**src/rtl/tlcd_panel_controller.sv**
```systemverilog
// tlcd_panel_controller: HD44780-class text LCD sequencer with an
// on-chip character buffer, glyph RAM and dirty-row refresh.
module tlcd_panel_controller #(
  parameter int ROWS         = 2,
  parameter int COLS         = 16,
  parameter int NUM_GLYPHS   = 5,
  parameter int PWR_WAIT_CYC = 15000,
  parameter int SETUP_CYC    = 2,
  parameter int E_PULSE_CYC  = 4,
  parameter int CMD_WAIT_CYC = 40,
  parameter int CLR_WAIT_CYC = 1640
) (
  input  logic       CLK,
  input  logic       RESETN,
  input  logic       WR_EN,
  input  logic [1:0] WR_ROW,
  input  logic [4:0] WR_COL,
  input  logic [7:0] WR_CHAR,
  input  logic       GLYPH_WE,
  input  logic [2:0] GLYPH_IDX,
  input  logic [2:0] GLYPH_ROW,
  input  logic [4:0] GLYPH_BITS,
  output logic       READY,
  output logic       BUSY,
  output logic       TLCD_E,
  output logic       TLCD_RS,
  output logic       TLCD_RW,
  output logic [7:0] TLCD_DATA
);

  localparam int RW = (ROWS > 1) ? $clog2(ROWS) : 1;
  localparam int CW = $clog2(COLS);
  localparam int M1 = (PWR_WAIT_CYC > CLR_WAIT_CYC) ?
                      PWR_WAIT_CYC : CLR_WAIT_CYC;
  localparam int M2 = (CMD_WAIT_CYC > E_PULSE_CYC) ?
                      CMD_WAIT_CYC : E_PULSE_CYC;
  localparam int M3 = (M1 > M2) ? M1 : M2;
  localparam int MAXC = (M3 > SETUP_CYC) ? M3 : SETUP_CYC;
  localparam int TW = $clog2(MAXC + 1);

  localparam logic [TW-1:0] PWR_LIM = TW'(PWR_WAIT_CYC - 1);
  localparam logic [TW-1:0] SET_LIM = TW'(SETUP_CYC - 1);
  localparam logic [TW-1:0] PUL_LIM = TW'(E_PULSE_CYC - 1);
  localparam logic [TW-1:0] CMD_LIM = TW'(CMD_WAIT_CYC - 1);
  localparam logic [TW-1:0] CLR_LIM = TW'(CLR_WAIT_CYC - 1);
  localparam logic [6:0] CG_LAST   = 7'(8 * NUM_GLYPHS);
  localparam logic [6:0] DRAW_LAST = 7'(COLS);
  localparam logic [7:0] GMASK =
    8'((32'd1 << NUM_GLYPHS) - 32'd1);

  typedef enum logic [2:0] {
    S_PWR, S_INIT, S_CG, S_IDLE, S_DRAW
  } state_t;

  typedef enum logic [1:0] {
    PH_OFF, PH_SET, PH_PUL, PH_GAP
  } phase_t;

  state_t state_q, state_d;
  phase_t ph_q;

  logic [TW-1:0] cnt_q;
  logic [6:0]    idx_q, idx_d;
  logic [7:0]    data_q, nxt_byte;
  logic          rs_q, nxt_rs;
  logic          ready_q;
  logic          ld, last, clr, byte_done;

  logic [RW-1:0] cur_q, row_d, sel_row, wr_r;
  logic [CW-1:0] col_d, wr_c;
  logic [5:0]    gk;
  logic [1:0]    rb;
  logic          wr_ok, gw_ok;

  logic [ROWS-1:0] row_dirty_q, row_dirty_d;
  logic [7:0]      glyph_dirty_q, glyph_dirty_d;

  logic [7:0] buf_q   [ROWS][COLS];
  logic [4:0] glyph_q [8][8];

  always_comb begin
    wr_r  = WR_ROW[RW-1:0];
    wr_c  = WR_COL[CW-1:0];
    wr_ok = WR_EN && (32'(WR_ROW) < ROWS) &&
            (32'(WR_COL) < COLS);
    gw_ok = GLYPH_WE && (32'(GLYPH_IDX) < NUM_GLYPHS);
  end

  always_comb begin
    sel_row = '0;
    for (int i = ROWS - 1; i >= 0; i--)
      if (row_dirty_q[i]) sel_row = RW'(i);
  end

  always_comb begin
    last = 1'b0;
    unique case (state_q)
      S_INIT:  last = (idx_q == 7'd3);
      S_CG:    last = (idx_q == CG_LAST);
      S_DRAW:  last = (idx_q == DRAW_LAST);
      default: last = 1'b0;
    endcase
  end

  // Clear-display needs the long settle gap.
  always_comb begin
    clr = !rs_q && (data_q == 8'h01);
    byte_done = (ph_q == PH_GAP) &&
                (cnt_q == (clr ? CLR_LIM : CMD_LIM));
  end

  always_ff @(posedge CLK or negedge RESETN) begin
    if (!RESETN) state_q <= S_PWR;
    else         state_q <= state_d;
  end

  always_comb begin
    state_d = state_q;
    ld = 1'b0;
    unique case (state_q)
      S_PWR:
        if (cnt_q == PWR_LIM) begin
          state_d = S_INIT;
          ld = 1'b1;
        end
      S_INIT:
        if (byte_done) begin
          if (!last) begin
            ld = 1'b1;
          end else if (NUM_GLYPHS > 0) begin
            state_d = S_CG;
            ld = 1'b1;
          end else begin
            state_d = S_IDLE;
          end
        end
      S_CG, S_DRAW:
        if (byte_done) begin
          if (!last) ld = 1'b1;
          else       state_d = S_IDLE;
        end
      S_IDLE:
        if (|glyph_dirty_q) begin
          state_d = S_CG;
          ld = 1'b1;
        end else if (|row_dirty_q) begin
          state_d = S_DRAW;
          ld = 1'b1;
        end
      default: state_d = S_PWR;
    endcase
  end

  always_comb begin
    idx_d = (state_d != state_q) ? 7'd0 : idx_q + 7'd1;
    row_d = (state_q == S_IDLE) ? sel_row : cur_q;
    col_d = CW'(idx_d - 7'd1);
    gk    = 6'(idx_d - 7'd1);
    rb    = 2'(row_d);
  end

  always_comb begin
    nxt_rs = 1'b0;
    nxt_byte = 8'h00;
    unique case (state_d)
      S_INIT:
        unique case (idx_d[1:0])
          2'd0:    nxt_byte = 8'h38;
          2'd1:    nxt_byte = 8'h0C;
          2'd2:    nxt_byte = 8'h06;
          default: nxt_byte = 8'h01;
        endcase
      S_CG:
        if (idx_d == 7'd0) begin
          nxt_byte = 8'h40;
        end else begin
          nxt_rs = 1'b1;
          nxt_byte = {3'b000, glyph_q[gk[5:3]][gk[2:0]]};
        end
      S_DRAW:
        if (idx_d == 7'd0) begin
          unique case (rb)
            2'd0:    nxt_byte = 8'h80;
            2'd1:    nxt_byte = 8'hC0;
            2'd2:    nxt_byte = 8'h94;
            default: nxt_byte = 8'hD4;
          endcase
        end else begin
          nxt_rs = 1'b1;
          nxt_byte = buf_q[row_d][col_d];
        end
      default: ;
    endcase
  end

  always_ff @(posedge CLK or negedge RESETN) begin
    if (!RESETN) begin
      ph_q    <= PH_OFF;
      cnt_q   <= '0;
      idx_q   <= '0;
      data_q  <= '0;
      rs_q    <= 1'b0;
      cur_q   <= '0;
      ready_q <= 1'b0;
    end else begin
      if (ld) begin
        ph_q   <= PH_SET;
        cnt_q  <= '0;
        idx_q  <= idx_d;
        data_q <= nxt_byte;
        rs_q   <= nxt_rs;
        cur_q  <= row_d;
      end else begin
        unique case (ph_q)
          PH_OFF:
            cnt_q <= (state_q == S_PWR) ?
                     cnt_q + TW'(1) : '0;
          PH_SET:
            if (cnt_q == SET_LIM) begin
              ph_q  <= PH_PUL;
              cnt_q <= '0;
            end else begin
              cnt_q <= cnt_q + TW'(1);
            end
          PH_PUL:
            if (cnt_q == PUL_LIM) begin
              ph_q  <= PH_GAP;
              cnt_q <= '0;
            end else begin
              cnt_q <= cnt_q + TW'(1);
            end
          default:
            if (byte_done) begin
              ph_q  <= PH_OFF;
              cnt_q <= '0;
            end else begin
              cnt_q <= cnt_q + TW'(1);
            end
        endcase
      end
      if (state_q == S_IDLE && !BUSY) ready_q <= 1'b1;
    end
  end

  // Writes land after the issue-time clears, so no update is lost.
  always_comb begin
    row_dirty_d = row_dirty_q;
    glyph_dirty_d = glyph_dirty_q;
    if (state_q == S_CG && state_d == S_IDLE)
      row_dirty_d = '1;
    if (ld && state_d == S_DRAW && idx_d == 7'd0)
      row_dirty_d[row_d] = 1'b0;
    if (ld && state_d == S_CG && idx_d == 7'd0)
      glyph_dirty_d = '0;
    if (wr_ok) row_dirty_d[wr_r] = 1'b1;
    if (gw_ok) glyph_dirty_d[GLYPH_IDX] = 1'b1;
  end

  always_ff @(posedge CLK or negedge RESETN) begin
    if (!RESETN) begin
      for (int r = 0; r < ROWS; r++)
        for (int c = 0; c < COLS; c++)
          buf_q[r][c] <= 8'h20;
      for (int g = 0; g < 8; g++)
        for (int r = 0; r < 8; r++)
          glyph_q[g][r] <= '0;
      row_dirty_q   <= '1;
      glyph_dirty_q <= GMASK;
    end else begin
      if (wr_ok) buf_q[wr_r][wr_c] <= WR_CHAR;
      if (gw_ok) glyph_q[GLYPH_IDX][GLYPH_ROW] <= GLYPH_BITS;
      row_dirty_q   <= row_dirty_d;
      glyph_dirty_q <= glyph_dirty_d;
    end
  end

  always_comb begin
    BUSY = !(state_q == S_IDLE && !(|row_dirty_q) &&
             !(|glyph_dirty_q));
    READY     = ready_q;
    TLCD_E    = (ph_q == PH_PUL);
    TLCD_RS   = rs_q;
    TLCD_RW   = 1'b0;
    TLCD_DATA = data_q;
  end

endmodule

```
**config.mk**
```make
export PLATFORM = sky130hd
export DESIGN_NAME = tlcd_panel_controller
export DESIGN_NICKNAME = d
export VERILOG_FILES = /design/src/rtl/tlcd_panel_controller.sv
export SDC_FILE = /design/constraint.sdc
export NUM_CORES = 1
export LEC_CHECK = 0
export CORE_MARGIN = 2
export CORE_UTILIZATION = 55
export DETAILED_ROUTE_END_ITERATION = 10
export PLACE_DENSITY = 0.76
export SETUP_SLACK_MARGIN = 0.5
export SLEW_MARGIN = 40
export SYNTH_ARGS = -nofsm -noshare
export SYNTH_HDL_FRONTEND = slang
export SYNTH_SLANG_ARGS = --single-unit
```
**constraint.sdc**
```tcl
create_clock -name CLK -period 5.89 [get_ports CLK]
set_input_delay 1.767 -clock CLK [delete_from_list [all_inputs] [get_ports CLK]]
set_output_delay 1.767 -clock CLK [all_outputs]
set_load 0.02 [all_outputs]
```
* Word level (Yosys, flattened, before mapping)
Index checks and enable logic that the tools add are counted.
Cells by class: add/subtract/negate cells 3, magnitude comparators 21, eq/ne operators 25, muxes and demuxes 72, bitwise operators 12, reductions and logical operators 35
Operators with widths (number):
- 128-bit two-way mux | 4
- 320-bit bitwise mux | 1
- 256-bit bitwise mux | 1
- 128-bit demux with 1-bit select | 1
- 40-bit binary-select mux with 3-bit select | 1
- 40-bit demux with 3-bit select | 1
- 40-bit two-way mux | 3
- 14-bit two-way mux | 5
- 8-bit two-way mux | 6
- 14-bit one-hot mux with 3 select lines | 1
- 8-bit binary-select mux with 4-bit select | 1
- 8-bit demux with 4-bit select | 1
- 8-bit one-hot mux with 3 select lines | 1
- 3-bit two-way mux | 7
- 1-bit logical AND | 20
- 6-bit one-hot mux with 3 select lines | 1
- 4-bit greater-or-equal comparator (second input constant) | 4
- 3-bit NOT with 4-bit output | 4
- 5-bit binary-select mux with 3-bit select | 1
- 5-bit demux with 3-bit select | 1
- 5-bit two-way mux | 3
- 14-bit by 1-bit adder with 14-bit output (second input constant) | 1
- 14-bit by 1-bit equality test with 1-bit output (second input constant) | 1
- 14-bit by 11-bit equality test with 1-bit output | 1
- other kinds (54) | 97
Word-level totals: flip-flop bits (word level) 623, input bits 30, output and inout port bits 13, logic and storage cells 274

* Longest topological paths before layout
Gate-level depths: netlist (run 1).
word-level depth 19, mapped depth 25, gate-level depth less buffers 20

* Worst setup path after synthesis (run 1)
Ideal clock, no wire load.
path type reg-to-reg, from register data_q[4], in the netlist TLCD_DATA[4], to register data_q[4], in the netlist TLCD_DATA[4], setup time 80 ps, arrival time 5254 ps, required time 5810 ps, slack 555 ps, cell stages (with the launch flop) 22, path buffers 6, clock period less this slack 5335 ps, cells stage by stage dfrtp_1 -> nor4_1 -> a31oi_1 -> o2111a_1 -> a311oi_1 -> o22a_1 -> buf_4 -> buf_2 -> buf_2 -> buf_2 -> nand2_1 -> ha_1 -> a211oi_1 -> nor2_1 -> xnor2_1 -> buf_1 -> clkbuf_1 -> mux4_2 -> a31oi_1 -> a2111oi_0 -> o211ai_1 -> o211ai_2
On the way: longest elaborated chain between the ends 19, elaborated cells between the ends (all ways) 37, classes of those cells 1 x add/sub; 8 x eq/ne; 21 x mux; 3 x bitwise; 4 x reduce/logical
Ends and longest elaborated chain:
- start: declaration | line 64 | logic [7:0] data_q, nxt_byte;
- start signal: assignment | line 210 | data_q <= nxt_byte;
- 8-bit by 1-bit equality test with 1-bit output (*) | line 107 | clr = !rs_q && (data_q == 8'h01);
- 1-bit logical AND (*) | line 107
- 11-bit two-way mux (*) | line 109 | (cnt_q == (clr ? CLR_LIM : CMD_LIM));
- 14-bit by 11-bit equality test with 1-bit output (*) | line 109
- 1-bit logical AND (*) | line 108 | byte_done = (ph_q == PH_GAP) &&
- 3-bit two-way mux, on equally long branches | line 138, 127
- 3-bit one-hot mux with 4 select lines | line 120 | unique case (state_q)
- 3-bit != test | line 155 | idx_d = (state_d != state_q) ? 7'd0 : idx_q + 7'd1;
- 7-bit two-way mux | line 155
- 6-bit by 1-bit subtractor with 6-bit output | line 158 | gk = 6'(idx_d - 7'd1);
- 3-bit NOT with 4-bit output (not written as such) | line 178 | nxt_byte = {3'b000, glyph_q[gk[5:3]][gk[2:0]]};
- 40-bit binary-select mux with 3-bit select | line 178
- 40-bit two-way mux (not written as such) (2 in a row) | line 178
- 5-bit binary-select mux with 3-bit select | line 178
- 5-bit two-way mux (not written as such) (2 in a row) | line 178
- 7-bit two-way mux | line 174 | if (idx_d == 7'd0) begin
- 8-bit one-hot mux with 3 select lines | line 165 | unique case (state_d)
Mark *: on every way between the ends. The rest lies on a longest branch, timed or not. The select of a mux whose other input is x is not followed. A chain may end at the register's enable or synchronous reset.

* Worst setup path in the final report (run 1)
Ends and elaborated chain as after synthesis.

==> results of run 1 <==
[sequential cells by signal, indices dropped and copies added (netlist names), 2 cells and up]
name	cells
glyph_q	320
buf_q	256
cnt_q	14
TLCD_DATA	8
glyph_dirty_q	8
idx_q	7
state_q	3
ph_q	2
row_dirty_q	2
[layout make-up]
class | instances | area [µm²] | share of cell area, %
multi-input cells | 1661 | 12800 | 38.9
clock inverters | 25 | 289 | 0.882
well taps | 696 | 871 | 2.66
repair buffers | 118 | 1140 | 3.48
flip-flops and latches | 623 | 15600 | 47.7
clock buffers | 99 | 1990 | 6.08
inverters | 21 | 78.8 | 0.241
diodes | 1 | 2.50 | 0.00764
[per-layer routing]
| layer | part of all wire, % | vias up | wire length (µm) | GRT usage, % |
|---|---|---|---|---|
| li1 | - | 8977 | - | - |
| met4 | 5.3 | 2 | 4090 | 14.4 |
| met5 | 0.018 | - | 14 | 0 |
| met2 | 47 | 896 | 36800 | 45.3 |
| met3 | 7.3 | 253 | 5640 | 5.15 |
| met1 | 40 | 10500 | 31000 | 36.0 |
[power by group through the flow]
stage          clock, mW  combinational [mW]  sequential, mW
2_1_floorplan          0               0.515            4.80
3_3_place_gp           0               0.745            4.83
3_5_place_dp           0               0.782            4.86
4_1_cts             4.40               0.787            4.79
5_1_grt             4.58               0.857            4.82
6_report            4.35               0.784            4.79
[per-stage QoR]
step                      instances  hold WS, ps  setup WS [ps]  utilization, %
after floorplan                2590          421            555               -
after global placement         3114          359            703            56.8
after detailed placement       3117          359            568            56.9
after CTS                      3241          373            548            61.2
after global routing           3243          377            536            61.2
final                          3244          369            833            61.3
[cells in the mapped netlist (4+ instances only)]
| cell type | count | area (µm²) |
|---|---|---|
| sky130_fd_sc_hd__a2111oi_0 | 7 | 61.3 |
| sky130_fd_sc_hd__a211o_1 | 12 | 105 |
| sky130_fd_sc_hd__a211oi_1 | 32 | 240 |
| sky130_fd_sc_hd__a21boi_0 | 6 | 45.0 |
| sky130_fd_sc_hd__a21o_1 | 5 | 37.5 |
| sky130_fd_sc_hd__a21oi_1 | 69 | 345 |
| sky130_fd_sc_hd__a221oi_1 | 4 | 35.0 |
| sky130_fd_sc_hd__a311oi_1 | 16 | 140 |
| sky130_fd_sc_hd__a31oi_1 | 24 | 150 |
| sky130_fd_sc_hd__a32oi_1 | 15 | 131 |
| sky130_fd_sc_hd__and2_1 | 8 | 50.1 |
| sky130_fd_sc_hd__and3_1 | 28 | 175 |
| sky130_fd_sc_hd__buf_2 | 44 | 220 |
| sky130_fd_sc_hd__buf_4 | 10 | 75.1 |
| sky130_fd_sc_hd__buf_6 | 4 | 45.0 |
| sky130_fd_sc_hd__clkbuf_1 | 224 | 841 |
| sky130_fd_sc_hd__dfrtp_1 | 584 | 14600 |
| sky130_fd_sc_hd__dfstp_2 | 39 | 1020 |
| sky130_fd_sc_hd__ha_1 | 12 | 150 |
| sky130_fd_sc_hd__inv_1 | 20 | 75.1 |
| sky130_fd_sc_hd__mux2_2 | 458 | 5160 |
| sky130_fd_sc_hd__mux2i_1 | 156 | 1560 |
| sky130_fd_sc_hd__mux4_2 | 8 | 180 |
| sky130_fd_sc_hd__nand2_1 | 305 | 1140 |
| sky130_fd_sc_hd__nand2b_1 | 9 | 56.3 |
| sky130_fd_sc_hd__nand3_1 | 117 | 586 |
| sky130_fd_sc_hd__nand3b_1 | 5 | 37.5 |
| sky130_fd_sc_hd__nand4_1 | 10 | 62.6 |
| sky130_fd_sc_hd__nor2_1 | 93 | 349 |
| sky130_fd_sc_hd__nor2b_1 | 11 | 68.8 |
| sky130_fd_sc_hd__nor3_1 | 25 | 125 |
| sky130_fd_sc_hd__nor3b_1 | 7 | 52.6 |
| sky130_fd_sc_hd__nor4_1 | 9 | 56.3 |
| sky130_fd_sc_hd__o211ai_1 | 11 | 82.6 |
| sky130_fd_sc_hd__o21a_1 | 5 | 37.5 |
| sky130_fd_sc_hd__o21ai_0 | 72 | 360 |
| sky130_fd_sc_hd__o22ai_1 | 19 | 119 |
| sky130_fd_sc_hd__o311ai_0 | 7 | 61.3 |
| sky130_fd_sc_hd__or3_1 | 7 | 43.8 |
| sky130_fd_sc_hd__or4_1 | 6 | 45.0 |
| sky130_fd_sc_hd__xnor2_1 | 12 | 105 |
| sky130_fd_sc_hd__xor2_1 | 8 | 70.1 |
[path summary, 6_finish.rpt]
path | startpoint | to | cells past startpoint
min in group asynchronous | RESETN | glyph_q[116] | 1
hold / removal | glyph_q[16] | glyph_q[16] | 0
setup / recovery | TLCD_DATA[4] | TLCD_DATA[4] | 17
setup reg to reg | TLCD_DATA[4] | TLCD_DATA[4] | 17
hold reg to reg | glyph_q[16] | glyph_q[16] | 0
max in group asynchronous | RESETN | buf_q[199] | 4
[layout by cell type (no fill, tap or decap), drive strengths merged, types with 24 or more instances in the layout]
master         instances
dfrtp                584
mux2                 458
nand2                305
mux2i                157
nand3                117
clkbuf                99
nor2                  96
buf                   83
o21ai                 75
a21oi                 69
dfstp                 39
clkdlybuf4s50         35
a211oi                32
and3                  28
nor3                  25
a31oi                 24
inv                   24
[timing repair]
action | 4_1_cts | 5_1_grt
resized for setup | 0 | 5
setup buffers | 0 | 2
setup endpoints to repair | 0 | 3
[critical path, stage by stage, from the launching register on]
cell and delay [ps]:
sky130_fd_sc_hd__dfrtp_1 480, sky130_fd_sc_hd__nor4_2 470, sky130_fd_sc_hd__and4b_1 280, sky130_fd_sc_hd__o2111ai_1 220, sky130_fd_sc_hd__o41a_1 530, sky130_fd_sc_hd__o22a_2 270
sky130_fd_sc_hd__nand2_1 160, sky130_fd_sc_hd__ha_1 250, sky130_fd_sc_hd__inv_1 100, sky130_fd_sc_hd__nor3_1 170, sky130_fd_sc_hd__nor2_1 90, sky130_fd_sc_hd__xnor2_2 200
sky130_fd_sc_hd__mux2_2 430, sky130_fd_sc_hd__mux2i_1 340, sky130_fd_sc_hd__a221oi_1 140, sky130_fd_sc_hd__o32a_1 390, sky130_fd_sc_hd__o211ai_1 270, sky130_fd_sc_hd__o211ai_2 110
[kinds of logic (layout without fill, tap and decap cells)]
family	Yosys count	count (layout)	share of synthesized area, %
xor+xnor	20	20	0.592
compound gates	344	344	7.90
mux	626	626	23.7
simple gates	658	658	10.2
flops	623	623	52.9
fa+ha+maj	12	12	0.508
other cells	1	2	0.0127
buf+inv	306	263	4.30
==> results.txt, run 1 <==
----------------------------------------------------
[GRT]
  Total overflow reported by the global router ... 0
  Global-route usage over all layers ... between 20% and 30%
  Largest net degree at the start of global routing ... between 100 and 150
  Vias in the first global route ... 21100
  Antenna violations before repair ... 3
  Wire length of the first global-routing pass ... 122000 µm

[Place]
  Weighted congestion at the end of routability-driven global placement ... a little over 0.9
  Instance area after placement ... 0.0304 mm²
  Number of port buffers ... 41
  Total half-perimeter wirelength after legalization and detailed placement ... between 50000 and 60000 µm

[Timing]
  Fmax ... approximately 0.2 GHz
  RSZ-0062 raised after global routing ... false
  Setup-failing EPs final ... 0
  Relative slew margins ... 40.8%
  Final Max Slew Viols ... 0
  Pin slew with the least headroom to its limit ... 886 ps
  Final count of hold timing violations ... 0
  Part of the cycle the worst path needs ... 85.9%
  Crit path time final ... 5060 ps
  Setup Skew ... approximately 30 ps
  Setup TNS Final ... 0 ps

[Pwr]
  Net switching share of the total power ... approximately a quarter
  Power share of the combinational group ... 7.9%
  Power Density ... 303 mW/mm²
  P_int ... 7.59 mW
  Share of power burned in the clock network ... 43.8%
  Max rail drop VDD ... 0.246 mV
  Total power of the final layout ... 9.93 mW
  Flop pwr share ... 48.3%
  Switching power ... 2.33 mW
  Leak Pwr ... about 15 nW

[Finish]
  Filler cells ... 4066
  Post-route cell area ... 0.0328 mm²
  Net count reported at finish ... between 2000 and 3000
  Layout cell share with drive strength beyond 1 ... 28.6%
  Area Overhead vs Synth ... 10.8%

[Setup path]
  Register-to-Register Setup Slack ... roughly 830 ps
  CP startpoint kind ... flip-flop
  Worst EP arrival ... 5530 ps
  Highest net fanout along the worst path ... 9
  Required arrival time at the worst endpoint ... 6360 ps
  Critical path endpoint category ... flip-flop
  Classification of the worst setup path ... reg -> reg

[Drt]
  DRC violations left ... 0
  Total number of vias ... 20600
  Vias/cell ... between 6 and 7
  Number of nets still failing antenna checks after routing ... 0
  Number of iterations in the first detailed-routing pass ... 6
  Routed wire length ... 77500 µm
  Drt wl/cell ... around 24 µm
  DRC violation total after the first TritonRoute iteration ... 1966

[Synthesis]
  Post-Synthesis Net Count ... 2632
  Portion of the post-synthesis area used by sequential elements ... between 50% and 60%
  Post-synth design cell area ... 0.0296 mm²
  Seq cells post-synth ... 623
  Yosys synthesis warning count ... 0
  Count of flip-flops with a built-in enable after synthesis ... 0
  Most used flip-flop cell after synthesis ... sky130_fd_sc_hd__dfrtp_1
  Count of unique library cells instantiated by Yosys ... 86
  Cell count after synthesis ... around 2600
  Async SR Flop Fraction ... 100%
  Syn avg cell area ... 11.4 µm²

[Die]
  Number of ports placed on the die boundary ... 43
  Starting Density ... 55.3%
  Total core area ... 0.0535 mm²
  Die Width ... 236 µm
  Die Y ... 236 µm
  Die Area ... 0.0557 mm²
  Rows ... 85

[Clock network]
  Clk sink count ... 623
  Buffer depth of the longest clock path ... 3
  Num CTS Buffers ... approximately 70
  Worst-skew pair later-pin latency ... 620 ps
  Number of levels the H-tree was split into ... 3
  Clock root buffer ... sky130_fd_sc_hd__clkbuf_16
  Clock edge transition at the registers on the reported setup and hold paths ... 60 ps
  Clock tree from TritonCTS ... built
  Post-CTS Hold Buffers ... 0

[Run]
  Max cap viols ... 0

[Worst hold path]
  Worst hold path class ... reg -> reg

[Outcome]
  Run status ... finished, final reports clean

----------------------------------------------------
No activity file was read; power rests on OpenSTA's default activity.
==> inputs of run 2 (changes only) <==
Settings changed: MAX_ROUTING_LAYER from default to met4, REMOVE_ABC_BUFFERS from default to 1.
==> run 2 against run 1 <==
  * Hold slack about the same
  * Die area unchanged
  * Register-to-register slack worse by 110 ps
  * Wire length rose by 0.43%
  * Sequential share of layout area increased by 0.24 points
  * Global-route usage up 1.2 points
  * Setup slack got worse by 110 ps
  * Clock-buffer cell count fell by 1
  * Sequential power is essentially flat
  * Flip-flop and latch count stayed put
  * Critical path type unchanged
  * Total power is 1.3% lower
==> results.txt, run 2 (synthesized netlist as in run 1, its figures left out) <==
----------------------------------------------------
[Setup path]
  Required arrival time at the worst endpoint ... 6360 ps (about the same)
  Critical path's most frequent cell ... sky130_fd_sc_hd__buf_4
  Crit path cell chain ... or4b_1 > a21oi_1 > o211ai_1 > o41a_1 > o22ai_4 > buf_4 > o21a_1 > or2_1 > buf_4 > mux4_1 > a311oi_2 > a31oi_1
  Worst EP arrival ... 5640 ps (+110 ps)
  Classification of the worst setup path ... reg -> reg
  Highest net fanout along the worst path ... 67 (+58)
  CP startpoint kind ... flip-flop
  Crit path max-delay cell type ... sky130_fd_sc_hd__mux4_1
  R2R cell count ... 12 (-5)
  Critical path endpoint category ... flip-flop
  Crit-path max cell delay ... 640 ps (+110 ps)

[Place]
  Weighted congestion at the end of routability-driven global placement ... 0.909 (-1.0%)
  Number of port buffers ... 41 (unchanged)
  Instance area after placement ... 0.0304 mm² (-0.13%)
  Total half-perimeter wirelength after legalization and detailed placement ... 50600 µm (-0.52%)

[Outcome]
  Run status ... finished, final reports clean

[Drt]
  DRC violations left ... 0 (unchanged)
  Routed wire length ... 77800 µm (+0.43%)
  Number of nets still failing antenna checks after routing ... 0 (unchanged)
  Number of iterations in the first detailed-routing pass ... 5 (-1)
  Drt wl/cell ... 24.1 µm (+1.0%)
  Vias/cell ... 6.34 (-0.12%)
  Total number of vias ... 20500 (-0.70%)
  DRC violation total after the first TritonRoute iteration ... 2044 (+4.0%)

[Timing]
  Crit path time final ... 5160 ps (+107 ps)
  Final count of hold timing violations ... 0 (unchanged)
  RSZ-0062 raised after global routing ... false
  Pin slew with the least headroom to its limit ... 830 ps (-56.7 ps)
  Setup-failing EPs final ... 0 (unchanged)
  Part of the cycle the worst path needs ... 87.7% (+1.8 points)
  Setup TNS Final ... 0 ps (unchanged)
  Fmax ... 0.194 GHz (-2.1%)
  Setup Skew ... 30.9 ps (+1.26 ps)
  Relative slew margins ... 44.3% (+3.5 points)
  Final Max Slew Viols ... 0 (unchanged)

[Finish]
  Most common cell after layout, fill and taps aside ... sky130_fd_sc_hd__dfrtp_1
  Max FFs per register ... 320 (unchanged)
  Biggest regs ... glyph_q (320), buf_q (256), cnt_q (14)
  Area Overhead vs Synth ... 10.2%
  Filler cells ... 4155 (+2.2%)
  Core occupancy in the finished layout ... 61.0% (-0.30 points)
  Storage element area ... 0.0156 mm² (about the same)
  Net count reported at finish ... 2521 (-0.55%)
  Post-route cell area ... 0.0326 mm² (-0.48%)
  Area taken by multi-input logic gates ... 0.0128 mm² (about the same)
  Most used cells in the layout excluding fill and tap cells ... sky130_fd_sc_hd__dfrtp_1, sky130_fd_sc_hd__mux2_2, sky130_fd_sc_hd__nand2_1
  Layout cell share with drive strength beyond 1 ... 28.2% (-0.42 points)
  Largest Register ... glyph_q

[Die]
  Number of ports placed on the die boundary ... 43 (unchanged)
  Die Width ... 236 µm (unchanged)
  Die Area ... 0.0557 mm² (unchanged)
  Total core area ... 0.0535 mm² (unchanged)
  Starting Density ... 55.3% (unchanged)
  Die Y ... 236 µm (unchanged)
  Rows ... 85 (unchanged)

[GRT]
  Total overflow reported by the global router ... 0 (unchanged)
  Antenna violations before repair ... 1 (-2)
  Wire length of the first global-routing pass ... 122000 µm (+0.78%)
  Global-route usage over all layers ... 29.1% (+1.2 points)
  Vias in the first global route ... 21100 (+0.024%)
  Largest net degree at the start of global routing ... 95 (-27%)

[Clock network]
  Clock edge transition at the registers on the reported setup and hold paths ... 60 ps (about the same)
  Buffer depth of the longest clock path ... 3 (unchanged)
  Num CTS Buffers ... 66 (-2.9%)
  Clk sink count ... 623 (unchanged)
  Clock root buffer ... sky130_fd_sc_hd__clkbuf_16
  Clock tree from TritonCTS ... built
  Worst-skew pair later-pin latency ... 620 ps (about the same)
  Number of levels the H-tree was split into ... 3 (unchanged)

[Pwr]
  Max rail drop VDD ... 0.240 mV (-2.3%)
  Power Density ... 300 mW/mm² (-0.84%)
  Leak Pwr ... 14.7 nW (-0.87%)

[Run]
  Max cap viols ... 0 (unchanged)

[Worst hold path]
  Worst hold path class ... reg -> reg
  Number of cells traversed by the worst hold path ... 0 (unchanged)

----------------------------------------------------
-- run 2: cell count changes in the layout (fill, tap and decap cells not counted), sizes merged --
cell and delta:
buf -14, clkinv -6, clkdlybuf4s50 +2, clkinvlp +2
bufinv -1, clkbuf -1, inv -1
-- run 2: metal layers --
metal | vias up | wire (µm) | GRT usage, %
met5 | - | 0 | -
met4 | 0 | 3640 | 13.1
met3 | 237 | 5770 | 5.96
met2 | 864 | 37200 | 45.6
met1 | 10400 | 31200 | 36.8
li1 | 8953 | - | -
-- run 2: worst max-delay path: cells and delay by family, from the launching register on --
| kind | cells | cell delay, ps |
|---|---|---|
| multiplexers | 1 | 640 |
| AND/OR/NAND/NOR | 2 | 1070 |
| flip-flops | 1 | 540 |
| AO/OA/AOI/OAI | 7 | 1910 |
| buffers and inverters | 2 | 880 |
-- run 2: cell type report --
class	count	area share, %
clock buffers	98	5.96
multi-input cells	1661	39.1
repair buffers	106	3.25
flip-flops and latches	623	48.0
diodes	1	0.00767
inverters	21	0.242
clock inverters	19	0.760
well taps	696	2.67
-- run 2: repair_timing --
item / in CTS / in global routing
hold buffers: 0 / 0
setup endpoints to repair: 0 / 5
setup buffers: 0 / 0
resized for setup: 0 / 5
-- run 2: final timing paths --
kind	start	to	slack, ps
worst max-delay path	state_q[1]	TLCD_DATA[2]	730
worst min-delay path	glyph_q[70]	glyph_q[70]	370
worst max register to register	state_q[1]	TLCD_DATA[2]	730
worst min register to register	glyph_q[70]	glyph_q[70]	370
max in group asynchronous	RESETN	glyph_q[150]	3520
min in group asynchronous	RESETN	glyph_q[92]	1090
-- run 2: through the flow --
step	setup slack, ps	hold WS [ps]	std cells	power, mW
2_1_floorplan	-3480	346	2305	5.29
3_3_place_gp	728	359	3104	5.58
3_5_place_dp	663	359	3107	5.64
4_1_cts	639	374	3224	9.84
5_1_grt	551	381	3225	10.1
6_report	725	369	3225	9.79
-- run 2: where the power goes --
group	internal, mW	total, mW	switching (mW)
clock	2.47	4.22	1.74
sequential	4.62	4.79	0.169
combinational	0.390	0.787	0.398
total	7.48	9.79	2.31
